==> config.mk <==
export PLATFORM = sky130hd
export DESIGN_NAME = ahb_sim_ctrl_slave
export DESIGN_NICKNAME = d
export VERILOG_FILES = /design/src/rtl/ahb_sim_ctrl_pkg.sv /design/src/rtl/ahb_sim_ctrl_slave_fifo.sv /design/src/rtl/ahb_sim_ctrl_slave.sv
export SDC_FILE = /design/constraint.sdc
export NUM_CORES = 1
export LEC_CHECK = 0
export ABC_CLOCK_PERIOD_IN_PS = 8760
export BUFFER_PORTS_ARGS = -buffer_cell sky130_fd_sc_hd__clkbuf_2
export CAP_MARGIN = 10
export CELL_PAD_IN_SITES_DETAIL_PLACEMENT = 0
export CELL_PAD_IN_SITES_GLOBAL_PLACEMENT = 1
export CORE_MARGIN = 5
export CORE_UTILIZATION = 48
export DETAILED_ROUTE_END_ITERATION = 8
export GPL_ROUTABILITY_DRIVEN = 0
export PLACE_DENSITY_LB_ADDON = 0.1
export SYNTH_ARGS = -nofsm -noshare
export SYNTH_HDL_FRONTEND = slang
export SYNTH_HIERARCHICAL = 1
export SYNTH_SLANG_ARGS = --single-unit
==> constraint.sdc <==
create_clock -name clk -period 8.76 [get_ports clk]
set_input_delay 1.752 -clock clk [delete_from_list [all_inputs] [get_ports clk]]
set_output_delay 1.752 -clock clk [all_outputs]
set_load 0.05 [all_outputs]
==> src/rtl/ahb_sim_ctrl_pkg.sv <==
// Shared constants and types for the simulation-control AHB-Lite responder.
package ahb_sim_ctrl_pkg;

  localparam int unsigned ADDR_W = 32;
  localparam int unsigned DATA_W = 32;
  localparam int unsigned OFFS_W = 12;
  localparam int unsigned CHAR_W = 8;

  localparam logic [OFFS_W-1:0] OFFS_STATUS   = 12'hFF0;
  localparam logic [OFFS_W-1:0] OFFS_FIFOSTAT = 12'hFF4;
  localparam logic [OFFS_W-1:0] OFFS_CONSOLE  = 12'hFF8;
  localparam logic [OFFS_W-1:0] OFFS_TIMER    = 12'hFFC;

  localparam logic [DATA_W-1:0] PASS_LO = 32'h0000_0FFF;
  localparam logic [DATA_W-1:0] PASS_HI = 32'hFFFF_0000;
  localparam logic [DATA_W-1:0] FAIL_LO = 32'h0000_0EEE;
  localparam logic [DATA_W-1:0] FAIL_HI = 32'hEEEE_0000;

  typedef enum logic [1:0] {
    HTRANS_IDLE   = 2'b00,
    HTRANS_BUSY   = 2'b01,
    HTRANS_NONSEQ = 2'b10,
    HTRANS_SEQ    = 2'b11
  } htrans_e;

  localparam logic [1:0] HRESP_OKAY = 2'b00;

  localparam int unsigned STAT_PASS = 0;
  localparam int unsigned STAT_FAIL = 1;
  localparam int unsigned STAT_HANG = 2;

  typedef enum logic [1:0] {
    CON_CHAR = 2'd0,
    CON_PASS = 2'd1,
    CON_FAIL = 2'd2
  } console_e;

  // Registered AHB address phase, consumed in the following data phase.
  typedef struct packed {
    logic              valid;
    logic              write;
    logic [OFFS_W-1:0] offset;
  } dphase_t;

  // Terminal magic values take precedence; anything else is a character.
  function automatic console_e classify(input logic [DATA_W-1:0] data);
    console_e kind;
    kind = CON_CHAR;
    if (data == PASS_LO || data == PASS_HI) begin
      kind = CON_PASS;
    end else if (data == FAIL_LO || data == FAIL_HI) begin
      kind = CON_FAIL;
    end
    return kind;
  endfunction

endpackage

==> src/rtl/ahb_sim_ctrl_slave_fifo.sv <==
// Console character FIFO: power-of-two depth, push accepted when full if a pop
// happens in the same cycle, head data masked to zero when empty.
module sim_ctrl_fifo #(
  parameter int unsigned WIDTH = 8,
  parameter int unsigned DEPTH = 8
) (
  input  logic                       clk,
  input  logic                       rst_b,
  input  logic                       push,
  input  logic [WIDTH-1:0]           wdata,
  input  logic                       pop,
  output logic [WIDTH-1:0]           rdata,
  output logic                       full,
  output logic                       empty,
  output logic [$clog2(DEPTH):0]     count
);

  localparam int unsigned PTR_W = $clog2(DEPTH);
  localparam int unsigned CNT_W = PTR_W + 1;

  logic [WIDTH-1:0] mem [DEPTH];
  logic [PTR_W-1:0] wr_ptr;
  logic [PTR_W-1:0] rd_ptr;
  logic             do_push;
  logic             do_pop;

  assign empty   = (count == '0);
  assign full    = (count == CNT_W'(DEPTH));
  assign do_pop  = pop & ~empty;
  assign do_push = push & (~full | do_pop);
  assign rdata   = empty ? '0 : mem[rd_ptr];

  // Storage array needs no reset; the head is masked while empty.
  always_ff @(posedge clk) begin
    if (do_push) begin
      mem[wr_ptr] <= wdata;
    end
  end

  always_ff @(posedge clk or negedge rst_b) begin
    if (!rst_b) begin
      wr_ptr <= '0;
      rd_ptr <= '0;
      count  <= '0;
    end else begin
      if (do_push) begin
        wr_ptr <= wr_ptr + PTR_W'(1);
      end
      if (do_pop) begin
        rd_ptr <= rd_ptr + PTR_W'(1);
      end
      case ({do_push, do_pop})
        2'b10:   count <= count + CNT_W'(1);
        2'b01:   count <= count - CNT_W'(1);
        default: count <= count;
      endcase
    end
  end

endmodule

==> src/rtl/ahb_sim_ctrl_slave.sv <==
// AHB-Lite simulation-control responder: console FIFO, sticky pass/fail flags,
// saturating virtual-time counter and retire-inactivity watchdog.
module ahb_sim_ctrl_slave
  import ahb_sim_ctrl_pkg::*;
#(
  parameter logic [31:0] BASE_ADDR   = 32'h6000_F000,
  parameter int unsigned FIFO_DEPTH  = 8,
  parameter int unsigned HANG_CYCLES = 5000
) (
  input  logic              clk,
  input  logic              rst_b,
  input  logic              hsel,
  input  logic [ADDR_W-1:0] haddr,
  input  logic [1:0]        htrans,
  input  logic              hwrite,
  input  logic [2:0]        hsize,
  input  logic [DATA_W-1:0] hwdata,
  input  logic              hready,
  output logic              hreadyout,
  output logic [1:0]        hresp,
  output logic [DATA_W-1:0] hrdata,
  input  logic              retire,
  output logic              char_valid,
  output logic [CHAR_W-1:0] char_data,
  input  logic              char_ready,
  output logic              sim_pass,
  output logic              sim_fail,
  output logic              sim_hang
);

  localparam int unsigned CNT_W  = $clog2(FIFO_DEPTH) + 1;
  localparam int unsigned IDLE_W = $clog2(HANG_CYCLES + 1);

  dphase_t           dp_q;
  logic              addr_hit;
  logic              console_wr;
  console_e          console_kind;
  logic              char_wr;
  logic              fifo_push;
  logic              fifo_full;
  logic              fifo_empty;
  logic [CNT_W-1:0]  fifo_count;
  logic              pass_set;
  logic              fail_set;
  logic [DATA_W-1:0] timer_q;
  logic [IDLE_W-1:0] idle_q;
  logic              watchdog_frozen;
  logic              unused_hsize;

  assign unused_hsize = ^hsize;

  // Address phase qualification: selected, ready, active transfer, in window.
  assign addr_hit = hsel & hready
                  & ((htrans == HTRANS_NONSEQ) | (htrans == HTRANS_SEQ))
                  & (haddr[ADDR_W-1:OFFS_W] == BASE_ADDR[ADDR_W-1:OFFS_W]);

  always_ff @(posedge clk or negedge rst_b) begin
    if (!rst_b) begin
      dp_q <= '0;
    end else if (hready) begin
      dp_q <= '{valid: addr_hit, write: hwrite, offset: haddr[OFFS_W-1:0]};
    end
  end

  // Data-phase console decode; only character writes can stall on a full FIFO.
  assign console_wr   = dp_q.valid & dp_q.write & (dp_q.offset == OFFS_CONSOLE);
  assign console_kind = classify(hwdata);
  assign char_wr      = console_wr & (console_kind == CON_CHAR);
  assign fifo_push    = char_wr & ~fifo_full;
  assign hreadyout    = ~(char_wr & fifo_full);
  assign hresp        = HRESP_OKAY;

  // First terminal write wins; later ones are ignored.
  assign pass_set = console_wr & (console_kind == CON_PASS) & ~sim_pass & ~sim_fail;
  assign fail_set = console_wr & (console_kind == CON_FAIL) & ~sim_pass & ~sim_fail;

  sim_ctrl_fifo #(
    .WIDTH (CHAR_W),
    .DEPTH (FIFO_DEPTH)
  ) u_fifo (
    .clk   (clk),
    .rst_b (rst_b),
    .push  (fifo_push),
    .wdata (hwdata[CHAR_W-1:0]),
    .pop   (char_ready),
    .rdata (char_data),
    .full  (fifo_full),
    .empty (fifo_empty),
    .count (fifo_count)
  );

  assign char_valid = ~fifo_empty;

  always_comb begin
    hrdata = '0;
    if (dp_q.valid && !dp_q.write) begin
      case (dp_q.offset)
        OFFS_STATUS: begin
          hrdata[STAT_PASS] = sim_pass;
          hrdata[STAT_FAIL] = sim_fail;
          hrdata[STAT_HANG] = sim_hang;
        end
        OFFS_FIFOSTAT: hrdata = {23'd0, fifo_full, 8'(fifo_count)};
        OFFS_TIMER:    hrdata = timer_q;
        default:       hrdata = '0;
      endcase
    end
  end

  // Saturating virtual-time counter.
  always_ff @(posedge clk or negedge rst_b) begin
    if (!rst_b) begin
      timer_q <= '0;
    end else if (timer_q != '1) begin
      timer_q <= timer_q + DATA_W'(1);
    end
  end

  always_ff @(posedge clk or negedge rst_b) begin
    if (!rst_b) begin
      sim_pass <= 1'b0;
      sim_fail <= 1'b0;
    end else begin
      if (pass_set) begin
        sim_pass <= 1'b1;
      end
      if (fail_set) begin
        sim_fail <= 1'b1;
      end
    end
  end

  // Watchdog stops counting once any completion flag is raised.
  assign watchdog_frozen = sim_pass | sim_fail | sim_hang;

  always_ff @(posedge clk or negedge rst_b) begin
    if (!rst_b) begin
      idle_q   <= '0;
      sim_hang <= 1'b0;
    end else if (!watchdog_frozen) begin
      if (retire) begin
        idle_q <= '0;
      end else if (idle_q == IDLE_W'(HANG_CYCLES - 1)) begin
        sim_hang <= 1'b1;
      end else begin
        idle_q <= idle_q + IDLE_W'(1);
      end
    end
  end

endmodule

==> flow_metrics.env, run 1 <==
export IMPL_cts_buffers=17
export IMPL_slowest_stage="or4_1"
export IMPL_num_antenna_cells=0
export IMPL_outcome="complete, no violations"
export IMPL_drc_errors=0
export IMPL_antenna_found_initial=0
export IMPL_yosysSeqAreaShare_pct=55.73
export IMPL_htree_num_levels=4
export IMPL_syn_inst=546
export IMPL_synth_simple_area_share_pct=19.87
export IMPL_synth_compound_area_share_pct=5.281
export IMPL_synth_adder_area_share_pct=1.423
export IMPL_setup_worst_path_end_class="output pin"
export IMPL_grt_first_pass_wirelength_um=24120
export IMPL_async_flop_share_pct=52.94
export IMPL_cts_setup_buffers=0
export IMPL_synthMuxAreaShare_pct=10.75
export IMPL_synthesis_area_um2=6681
export IMPL_fin_skew_ps=7.528
export IMPL_finalMaxSlewViolations=0
export IMPL_finalSetupTns_ps=0
export IMPL_final_antenna_net_count=0
export IMPL_grt_overflow=0
export IMPL_finalSetupViolations=0
export IMPL_synth_warnings=6
export IMPL_clk_pin_slew_worst_paths_ps=60
export IMPL_worstPathMaxFanout=3
export IMPL_crit_chain="clkbuf_2 -> or4_1 -> or4_1 -> or3_1 -> o211ai_2 -> or4_1 -> clkbuf_2"
export IMPL_die_h_um=128.0
export IMPL_wl_per_cell_um=17.10
export IMPL_io_buffers=116
export IMPL_areaGrowthSynthToFinish_pct=20.11
export IMPL_finalHoldViolCount=0
export IMPL_clk_latency_ps=420
export IMPL_comb_power_share_pct=22.9
export IMPL_r2r_setup_slack_ps=5500
export IMPL_first_global_vias=4746
export IMPL_arrival_ps=3740
export IMPL_power_density_nw_per_um2=235.3
export IMPL_cts_root_buf="clkbuf_16"
export IMPL_relSlewSlack_pct=31.31
export IMPL_cts_hold_buf=0
export IMPL_ys_flop_type="dfrtp_1"
export IMPL_crit_type="in -> out"
export IMPL_min_period_ps=5496
export IMPL_synth_xor_area_share_pct=4.457
export IMPL_power_frac_seq_pct=40.0
export IMPL_initial_utilization_pct=48.51
export IMPL_layout_drive_gt1_share_pct=30.40
export IMPL_num_rows=43
export IMPL_viasPerCell=5.481
export IMPL_fmax_mhz=182.0
export IMPL_cp_data_required_time_ps=7010
export IMPL_ir_worst_vdd_uv=139.3
export IMPL_cts_resized=0
export IMPL_boundaryPins=123
export IMPL_grtUsageTotal_pct=18.77
export IMPL_syn_avg_cell_area_um2=12.24
export IMPL_rsz0062_at_grt="false"
export IMPL_p_clk_share_pct=37.1
export IMPL_core_region_area_um2=13770
export IMPL_worstHoldStart="timer_q[11]"
export IMPL_cts_buffer_depth=2
export IMPL_swShare_pct=32.40
export IMPL_p_int_mw=1.276
export IMPL_fin_crit_sh_pct=62.74
export IMPL_critPathMaxStageDelay_ps=500
export IMPL_first_iter_violations=259
export IMPL_synth_edf_count=64
export IMPL_nets=751
export IMPL_startpoint="hwdata[18]"
export IMPL_finalInstanceArea_um2=8025
export IMPL_cts_tree="done"
export IMPL_crit_top_cell="or4_1"
export IMPL_ys_ff_latch=136
export IMPL_synth_distinct_cells=67
export IMPL_fp_dieW_um=128.0
export IMPL_cp_start_kind="input port"
export IMPL_synth_top_family_by_area="simple AND/OR/NAND/NOR gates"
export IMPL_wirelength_um=14720
export IMPL_clkSinkCount=136
export IMPL_hold_path_class="reg -> reg"
export IMPL_p_leak_nw=3.302
export IMPL_maxCapViolations=0
export IMPL_vias=4719
export IMPL_die_area_um2=16380
export IMPL_hpwl_um=10570
export IMPL_power_switching_mw=0.6118
export IMPL_r2r_start="dp_q[0]"
export IMPL_grt_start_max_net_pins=73
export IMPL_max_slew_worst_pin_slew_ps=1021
export IMPL_drtPass1Iterations=4
export IMPL_placed_area_um2=7426
through the flow:
stage | util, % | power (mW) | std cells | hold WS, ps | setup slack, ps
2_1_floorplan | - | 1.098 | 547 | 450.7 | 3456
3_3_place_gp | 53.92 | 1.186 | 828 | 474.8 | 3276
3_5_place_dp | 53.92 | 1.197 | 828 | 490.4 | 3269
4_1_cts | 58.16 | 1.906 | 860 | 503.4 | 3257
5_1_grt | 58.27 | 1.978 | 861 | 523.3 | 3202
6_report | 58.27 | 1.888 | 861 | 498.6 | 3264
cells in the mapped netlist, types with 4 or more instances:
library cell | n | area, µm²
a21oi_1 | 10 | 50.05
and2_1 | 24 | 150.1
and3_1 | 6 | 37.54
and4_1 | 7 | 61.31
clkbuf_1 | 10 | 37.54
dfrtp_1 | 72 | 1802
edfxtp_1 | 64 | 1922
ha_1 | 6 | 75.07
inv_1 | 16 | 60.06
mux2_2 | 18 | 202.7
mux2i_1 | 14 | 140.1
mux4_2 | 16 | 360.4
nand2_1 | 41 | 153.9
nand2b_1 | 5 | 31.28
nand3_1 | 17 | 85.08
nand4_1 | 16 | 100.1
nor2_1 | 42 | 157.7
nor3_1 | 19 | 95.09
nor4_1 | 15 | 93.84
o21ai_0 | 17 | 85.08
or3_1 | 7 | 43.79
or4_1 | 4 | 30.03
xnor2_1 | 22 | 192.7
xor2_1 | 12 | 105.1
final timing paths:
check / endpoint / cells past startpoint
worst max-delay path: hreadyout / 7
worst min-delay path: timer_q[11] / 1
worst max register to register: u_fifo/count[3] / 14
worst min register to register: timer_q[11] / 1
max in group asynchronous: idle_q[6] / 2
min in group asynchronous: timer_q[13] / 2
critical path: cells and delay by family:
family                 cells  cell delay (ps)
buffers and inverters      2              360
and+or+nand+nor            4             1510
AOI/OAI and AO/OA          1              110
final cells by class:
type / count / area [µm²]
fillers: 1205 / 5748
well taps: 180 / 225.2
clock inverters: 15 / 158.9
multi-input cells: 375 / 2799
clock buffers: 17 / 425.4
repair buffers: 122 / 633.1
flip-flops and latches: 136 / 3724
inverters: 16 / 60.06
power groups by stage:
stage / logic (mW) / clock network [mW] / registers (mW)
after floorplan: 0.381 / 0 / 0.717
after global placement: 0.408 / 0 / 0.779
after detailed placement: 0.416 / 0 / 0.781
after CTS: 0.419 / 0.718 / 0.769
after global routing: 0.467 / 0.749 / 0.762
final: 0.433 / 0.701 / 0.755
per-layer routing:
layer | vias up | global-route usage (%) | part of all wire (%)
met5 | - | 0 | 0
met4 | 0 | 5.431 | 1.1
met3 | 12 | 5.292 | 7.3
met2 | 148 | 28.74 | 46
met1 | 2285 | 26.35 | 45
li1 | 2274 | - | -
registers in the layout (all words and copies together), names as in the netlist:
signal	cells
dp_q	14
sim_pass	1
u_fifo/mem	64
u_fifo/count	4
sim_hang	1
timer_q	32
sim_fail	1
u_fifo/wr_ptr	3
u_fifo/rd_ptr	3
idle_q	13
placed cells by master, fill, tap and decap left out, types with 10 or more instances in the layout:
master and count:
a21oi_1 10, clkbuf_2 115, nor2_1 42, mux2i_1 14
nand3_1 17, clkbuf_16 17, xnor2_1 22, mux2_2 18
xor2_1 12, nand2_1 41, nor3_1 19, dfrtp_1 72
o21ai_0 17, and2_1 24, edfxtp_1 64, nor4_1 15
mux4_2 16, nand4_1 16, inv_1 16
kinds of logic (layout without fill, tap and decap cells):
| group | count (synthesis) | in the layout |
|---|---|---|
| AO/OA/AOI/OAI | 49 | 49 |
| buffers and inverters | 36 | 170 |
| AND/OR/NAND/NOR | 234 | 234 |
| other | 1 | 2 |
| multiplexers | 49 | 49 |
| adder cells (fa/ha/maj) | 7 | 7 |
| XOR/XNOR | 34 | 34 |
| flip-flops | 136 | 136 |
Note: power is estimated with default switching activity, not from simulation.
==> inputs of run 2 (changes only) <==
--- a/config.mk
+++ b/config.mk
@@ -5,13 +5,13 @@
 export SDC_FILE = /design/constraint.sdc
 export NUM_CORES = 1
 export LEC_CHECK = 0
-export ABC_CLOCK_PERIOD_IN_PS = 8760
+export ABC_CLOCK_PERIOD_IN_PS = 4600
 export BUFFER_PORTS_ARGS = -buffer_cell sky130_fd_sc_hd__clkbuf_2
 export CAP_MARGIN = 10
 export CELL_PAD_IN_SITES_DETAIL_PLACEMENT = 0
 export CELL_PAD_IN_SITES_GLOBAL_PLACEMENT = 1
 export CORE_MARGIN = 5
-export CORE_UTILIZATION = 48
+export CORE_UTILIZATION = 40
 export DETAILED_ROUTE_END_ITERATION = 8
 export GPL_ROUTABILITY_DRIVEN = 0
 export PLACE_DENSITY_LB_ADDON = 0.1
==> constraint.sdc (replaced) <==
create_clock -name clk -period 4.6 [get_ports clk]
set_input_delay 0.92 -clock clk [delete_from_list [all_inputs] [get_ports clk]]
set_output_delay 0.92 -clock clk [all_outputs]
set_load 0.05 [all_outputs]
==> run 2 against run 1 <==
Setup slack worse by 2600 ps. First-iteration DRC count is 17% higher. Combinational power is 91% higher. Final area is 0.39% higher. Largest power group unchanged.
==> flow_metrics.env, run 2 (synthesis results as in run 1) <==
export IMPL_outcome="complete, no violations"
export IMPL_layout_setup_ws_ps=695.3
export IMPL_die_h_um=139.2
export IMPL_cp_start_kind="input port"
export IMPL_io_buffers=116
export IMPL_wirelength_um=15220
export IMPL_hold_ws_ps=484.0
export IMPL_clk_latency_ps=420
export IMPL_setup_worst_path_end_class="output pin"
export IMPL_final_antenna_net_count=0
export IMPL_final_common_cell="clkbuf_2"
export IMPL_clkSinkCount=136
export IMPL_relSlewSlack_pct=44.39
export IMPL_viasPerCell=5.169
export IMPL_nets=757
export IMPL_largest_reg_flops=64
export IMPL_core_region_area_um2=16470
export IMPL_clk_pin_slew_worst_paths_ps=60
export IMPL_fin_crit_sh_pct=84.88
export IMPL_antenna_found_initial=0
export IMPL_fill_cells=1530
export IMPL_drc_errors=0
export IMPL_boundaryPins=123
export IMPL_die_area_um2=19390
export IMPL_hpwl_um=11010
export IMPL_first_global_vias=4849
export IMPL_cts_resized=0
export IMPL_grt_first_pass_wirelength_um=25130
export IMPL_grtUsageTotal_pct=16.26
export IMPL_pre_cts_slack_ps=340.3
export IMPL_cts_tree="done"
export IMPL_p_leak_nw=3.300
export IMPL_vias=4688
export IMPL_fin_skew_ps=8.826
export IMPL_finalHoldViolCount=0
export IMPL_rsz0062_at_grt="false"
export IMPL_drtPass1Iterations=4
export IMPL_num_antenna_cells=0
export IMPL_grt_overflow=0
export IMPL_htree_num_levels=4
export IMPL_regArea_um2=3724
export IMPL_max_slew_worst_pin_slew_ps=834.1
export IMPL_finalMaxSlewViolations=0
export IMPL_maxCapViolations=0
export IMPL_layout_drive_gt1_share_pct=30.42
export IMPL_finalSetupTns_ps=0
export IMPL_multi_input_area_um2=2799
export IMPL_hold_path_class="reg -> reg"
export IMPL_cts_hold_buf=0
export IMPL_wl_per_cell_um=16.78
export IMPL_min_period_ps=3905
export IMPL_final_cell_mix="clkbuf_2, dfrtp_1, edfxtp_1"
export IMPL_num_rows=47
export IMPL_crit_type="in -> out"
export IMPL_finalSetupViolations=0
export IMPL_fmax_mhz=256.1
export IMPL_first_iter_violations=303
export IMPL_ir_worst_vdd_uv=309.8
export IMPL_grt_start_max_net_pins=49
export IMPL_top_regs="u_fifo/mem: 64 flops, timer_q: 32 flops, dp_q: 14 flops"
export IMPL_top_register="u_fifo/mem"
export IMPL_cts_root_buf="clkbuf_16"
export IMPL_power_density_nw_per_um2=428.9
export IMPL_cts_buffers=17
export IMPL_worstPathMaxFanout=3
export IMPL_arrival_ps=2980
export IMPL_cts_setup_buffers=0
export IMPL_cp_data_required_time_ps=3680
export IMPL_fp_dieW_um=139.2
export IMPL_cts_buffer_depth=2
export IMPL_areaGrowthSynthToFinish_pct=20.58
export IMPL_initial_utilization_pct=40.58
run 2: cell count changes in the layout (fill, tap and decap cells not counted), sizes merged:
cell	change
clkinv	+5
bufinv	-1
inv	-5
clkinvlp	+1
buf	+6
run 2: routing by layer:
layer / part of all wire, % / global-route usage, % / vias to the layer above
met5: 0 / 0 / -
met4: 0.95 / 4.171 / 0
met3: 6.2 / 5.557 / 11
met2: 44 / 24.02 / 130
met1: 49 / 23.12 / 2258
li1: - / - / 2289
run 2: area by class of cell:
type,count,area share (%)
Timing Repair Buffer,128,8.324
Multi-Input combinational cell,375,34.74
Clock buffer,17,5.280
Clock inverter,15,1.273
Inverter,16,0.7455
Sequential cell,136,46.22
Tap cell,220,3.417
run 2: worst max-delay path, stage by stage:
cell      delay (ps)
clkbuf_2          80
or4_1            510
or4_1            490
or3_1            430
o211ai_2         120
or4_1            150
clkbuf_2         280
run 2: worst paths after layout:
| path | end | cells past startpoint | from | slack [ps] |
|---|---|---|---|---|
| min in group asynchronous | timer_q[19] | 1 | rst_b | 500 |
| max in group asynchronous | dp_q[3] | 2 | rst_b | 3040 |
| max reg2reg | u_fifo/count[3] | 13 | dp_q[0] | 1410 |
| min | timer_q[19] | 1 | timer_q[19] | 480 |
| min reg2reg | timer_q[19] | 1 | timer_q[19] | 480 |
| max | hreadyout | 7 | hwdata[18] | 700 |
run 2: stage by stage:
stage | std cells | instance area (µm²) | util, % | total power, mW
final | 907 | 8056 | 48.93 | 3.456
after global routing | 907 | 8056 | 48.93 | 3.635
after CTS | 907 | 8056 | 48.93 | 3.504
after detailed placement | 875 | 7528 | 45.72 | 2.285
after global placement | 875 | 7528 | 45.72 | 2.272
after floorplan | 547 | 6685 | - | 2.090
run 2: power breakdown:
| group | switching [mW] | internal (mW) |
|---|---|---|
| clock | 0.528 | 0.687 |
| sequential | 0.0974 | 1.32 |
| combinational | 0.487 | 0.337 |
==> inputs of run 3 (changes only) <==
--- a/config.mk
+++ b/config.mk
@@ -5,13 +5,13 @@
 export SDC_FILE = /design/constraint.sdc
 export NUM_CORES = 1
 export LEC_CHECK = 0
-export ABC_CLOCK_PERIOD_IN_PS = 4600
+export ABC_CLOCK_PERIOD_IN_PS = 4000
 export BUFFER_PORTS_ARGS = -buffer_cell sky130_fd_sc_hd__clkbuf_2
 export CAP_MARGIN = 10
 export CELL_PAD_IN_SITES_DETAIL_PLACEMENT = 0
 export CELL_PAD_IN_SITES_GLOBAL_PLACEMENT = 1
 export CORE_MARGIN = 5
-export CORE_UTILIZATION = 40
+export CORE_UTILIZATION = 45
 export DETAILED_ROUTE_END_ITERATION = 8
 export GPL_ROUTABILITY_DRIVEN = 0
 export PLACE_DENSITY_LB_ADDON = 0.1
==> constraint.sdc (replaced) <==
create_clock -name clk -period 4 [get_ports clk]
set_input_delay 0.8 -clock clk [delete_from_list [all_inputs] [get_ports clk]]
set_output_delay 0.8 -clock clk [all_outputs]
set_load 0.05 [all_outputs]
==> run 3 against run 2 <==
Sequential share of layout area about the same. Setup slack worse by 360 ps. Final area about the same. Power up 19%. Sequential cell count unchanged. Worst hold slack worse by 3.2 ps. Register-to-register slack worse by 610 ps. Non-clock buffer count down 1. Clock power up 26%.
==> flow_metrics.env, run 3 (synthesis results as in run 1) <==
export IMPL_finalSetupViolations=0
export IMPL_min_period_ps=3661
export IMPL_die_area_um2=17380
export IMPL_wl_per_cell_um=16.68
export IMPL_met2_length_um=6632
export IMPL_wl_met1_um=6810
export IMPL_power_density_nw_per_um2=511.0
export IMPL_cp_start_kind="input port"
export IMPL_swShare_pct=31.18
export IMPL_utilization_pct=55.40
export IMPL_power_frac_seq_pct=39.5
export IMPL_cts_buffer_depth=2
export IMPL_fp_dieW_um=131.9
export IMPL_crit_type="in -> reg"
export IMPL_htree_num_levels=4
export IMPL_finalMaxSlewViolations=0
export IMPL_drtPass1Iterations=4
export IMPL_die_h_um=131.9
export IMPL_regArea_um2=3724
export IMPL_boundaryPins=123
export IMPL_ir_worst_vdd_uv=400.0
export IMPL_dpl_cell_count=838
export IMPL_grt_start_max_net_pins=42
export IMPL_maxCapViolations=0
export IMPL_largest_reg_flops=64
export IMPL_outcome="complete, no violations"
export IMPL_wl_met3_um=920
export IMPL_comb_power_share_pct=23.4
export IMPL_hold_ws_ps=480.8
export IMPL_p_leak_nw=3.323
export IMPL_setup_worst_path_end_class="flop"
export IMPL_cts_setup_buffers=0
export IMPL_clk_latency_ps=410
export IMPL_pre_cts_slack_ps=-33.57
export IMPL_max_slew_worst_pin_slew_ps=913.3
export IMPL_vias=4718
export IMPL_clkSinkCount=136
export IMPL_cts_tree="done"
export IMPL_arrival_ps=3990
export IMPL_multi_input_area_um2=2799
export IMPL_power_switching_mw=1.283
export IMPL_fmax_mhz=273.1
export IMPL_fin_skew_ps=5.598
export IMPL_grtUsageTotal_pct=17.41
export IMPL_finalPower_mw=4.114
export IMPL_initial_utilization_pct=45.97
export IMPL_worstPathMaxFanout=3
export IMPL_core_region_area_um2=14530
export IMPL_finalHoldViolCount=0
export IMPL_fin_crit_sh_pct=91.53
export IMPL_grt_first_pass_wirelength_um=24750
export IMPL_fin_cells=870
export IMPL_top_layer_used="met4"
export IMPL_num_rows=44
export IMPL_nets=756
export IMPL_final_common_cell="clkbuf_2"
export IMPL_p_int_mw=2.831
export IMPL_cts_resized=0
export IMPL_cts_hold_buf=0
export IMPL_drc_errors=0
export IMPL_io_buffers=116
export IMPL_final_cell_mix="clkbuf_2, dfrtp_1, edfxtp_1"
export IMPL_clk_pin_slew_worst_paths_ps=60
export IMPL_cp_data_required_time_ps=4320
export IMPL_hold_path_class="reg -> reg"
export IMPL_final_antenna_net_count=0
export IMPL_p_clk_share_pct=37.1
export IMPL_layout_drive_gt1_share_pct=30.61
export IMPL_rsz0062_at_grt="false"
export IMPL_wirelength_um=14510
export IMPL_relSlewSlack_pct=39.11
export IMPL_layout_setup_ws_ps=338.7
export IMPL_hpwl_um=10380
export IMPL_num_antenna_cells=0
export IMPL_cts_buffers=17
export IMPL_top_regs="u_fifo/mem: 64 flops, timer_q: 32 flops, dp_q: 14 flops"
export IMPL_first_iter_violations=326
export IMPL_areaGrowthSynthToFinish_pct=20.51
export IMPL_viasPerCell=5.423
export IMPL_antenna_found_initial=0
export IMPL_top_register="u_fifo/mem"
export IMPL_fill_cells=1287
export IMPL_cts_root_buf="clkbuf_16"
export IMPL_first_global_vias=4915
export IMPL_grt_overflow=0
==> run 3: layout make-up <==
class,count,area share [%]
Timing Repair Buffer,127,8.236
Multi-Input combinational cell,375,34.76
Inverter,16,0.7459
Clock inverter,14,1.818
Clock buffer,18,5.330
Tap cell,184,2.859
Sequential cell,136,46.25
==> run 3: worst max-delay path: stages <==
cell       delay [ps]
clkbuf_2           80
or4_1             500
or4_1             470
or3_1             410
o211ai_2          110
nor4_1             90
inv_1              70
or2b_1            240
inv_1              80
ha_1              230
a211oi_1          410
o2111ai_1         190
o21a_1            140
o221ai_1          150
==> run 3: path summary, 6_finish.rpt <==
check | startpoint | to | slack, ps | depth (start not counted)
min in group asynchronous | rst_b | idle_q[5] | 520 | 1
setup reg to reg | dp_q[0] | u_fifo/mem[6][4] | 800 | 9
hold / removal | timer_q[19] | timer_q[19] | 480 | 1
max in group asynchronous | rst_b | timer_q[15] | 2530 | 2
setup / recovery | hwdata[18] | u_fifo/count[3] | 340 | 14
hold reg to reg | timer_q[19] | timer_q[19] | 480 | 1
==> run 3: metal layers <==
metal / global-route usage (%) / up-vias
met5: 0 / -
met2: 26.61 / 122
met4: 4.800 / 0
li1: - / 2294
met3: 5.000 / 13
met1: 24.49 / 2289
==> run 3: power groups by stage <==
stage / clock network (mW) / registers (mW) / logic (mW)
after floorplan: 0 / 1.57 / 0.834
after CTS: 1.56 / 1.63 / 0.980
after global routing: 1.62 / 1.64 / 1.05
after detailed placement: 0 / 1.66 / 0.977
final: 1.53 / 1.63 / 0.962
after global placement: 0 / 1.65 / 0.959
==> run 3: per-stage QoR <==
step                instance area (µm²)  setup TNS, ps
finish                             8051              0
global route                       8051              0
CTS                                8051              0
detailed placement                 7476         -33.57
global placement                   7476              0
floorplan                          6685              0
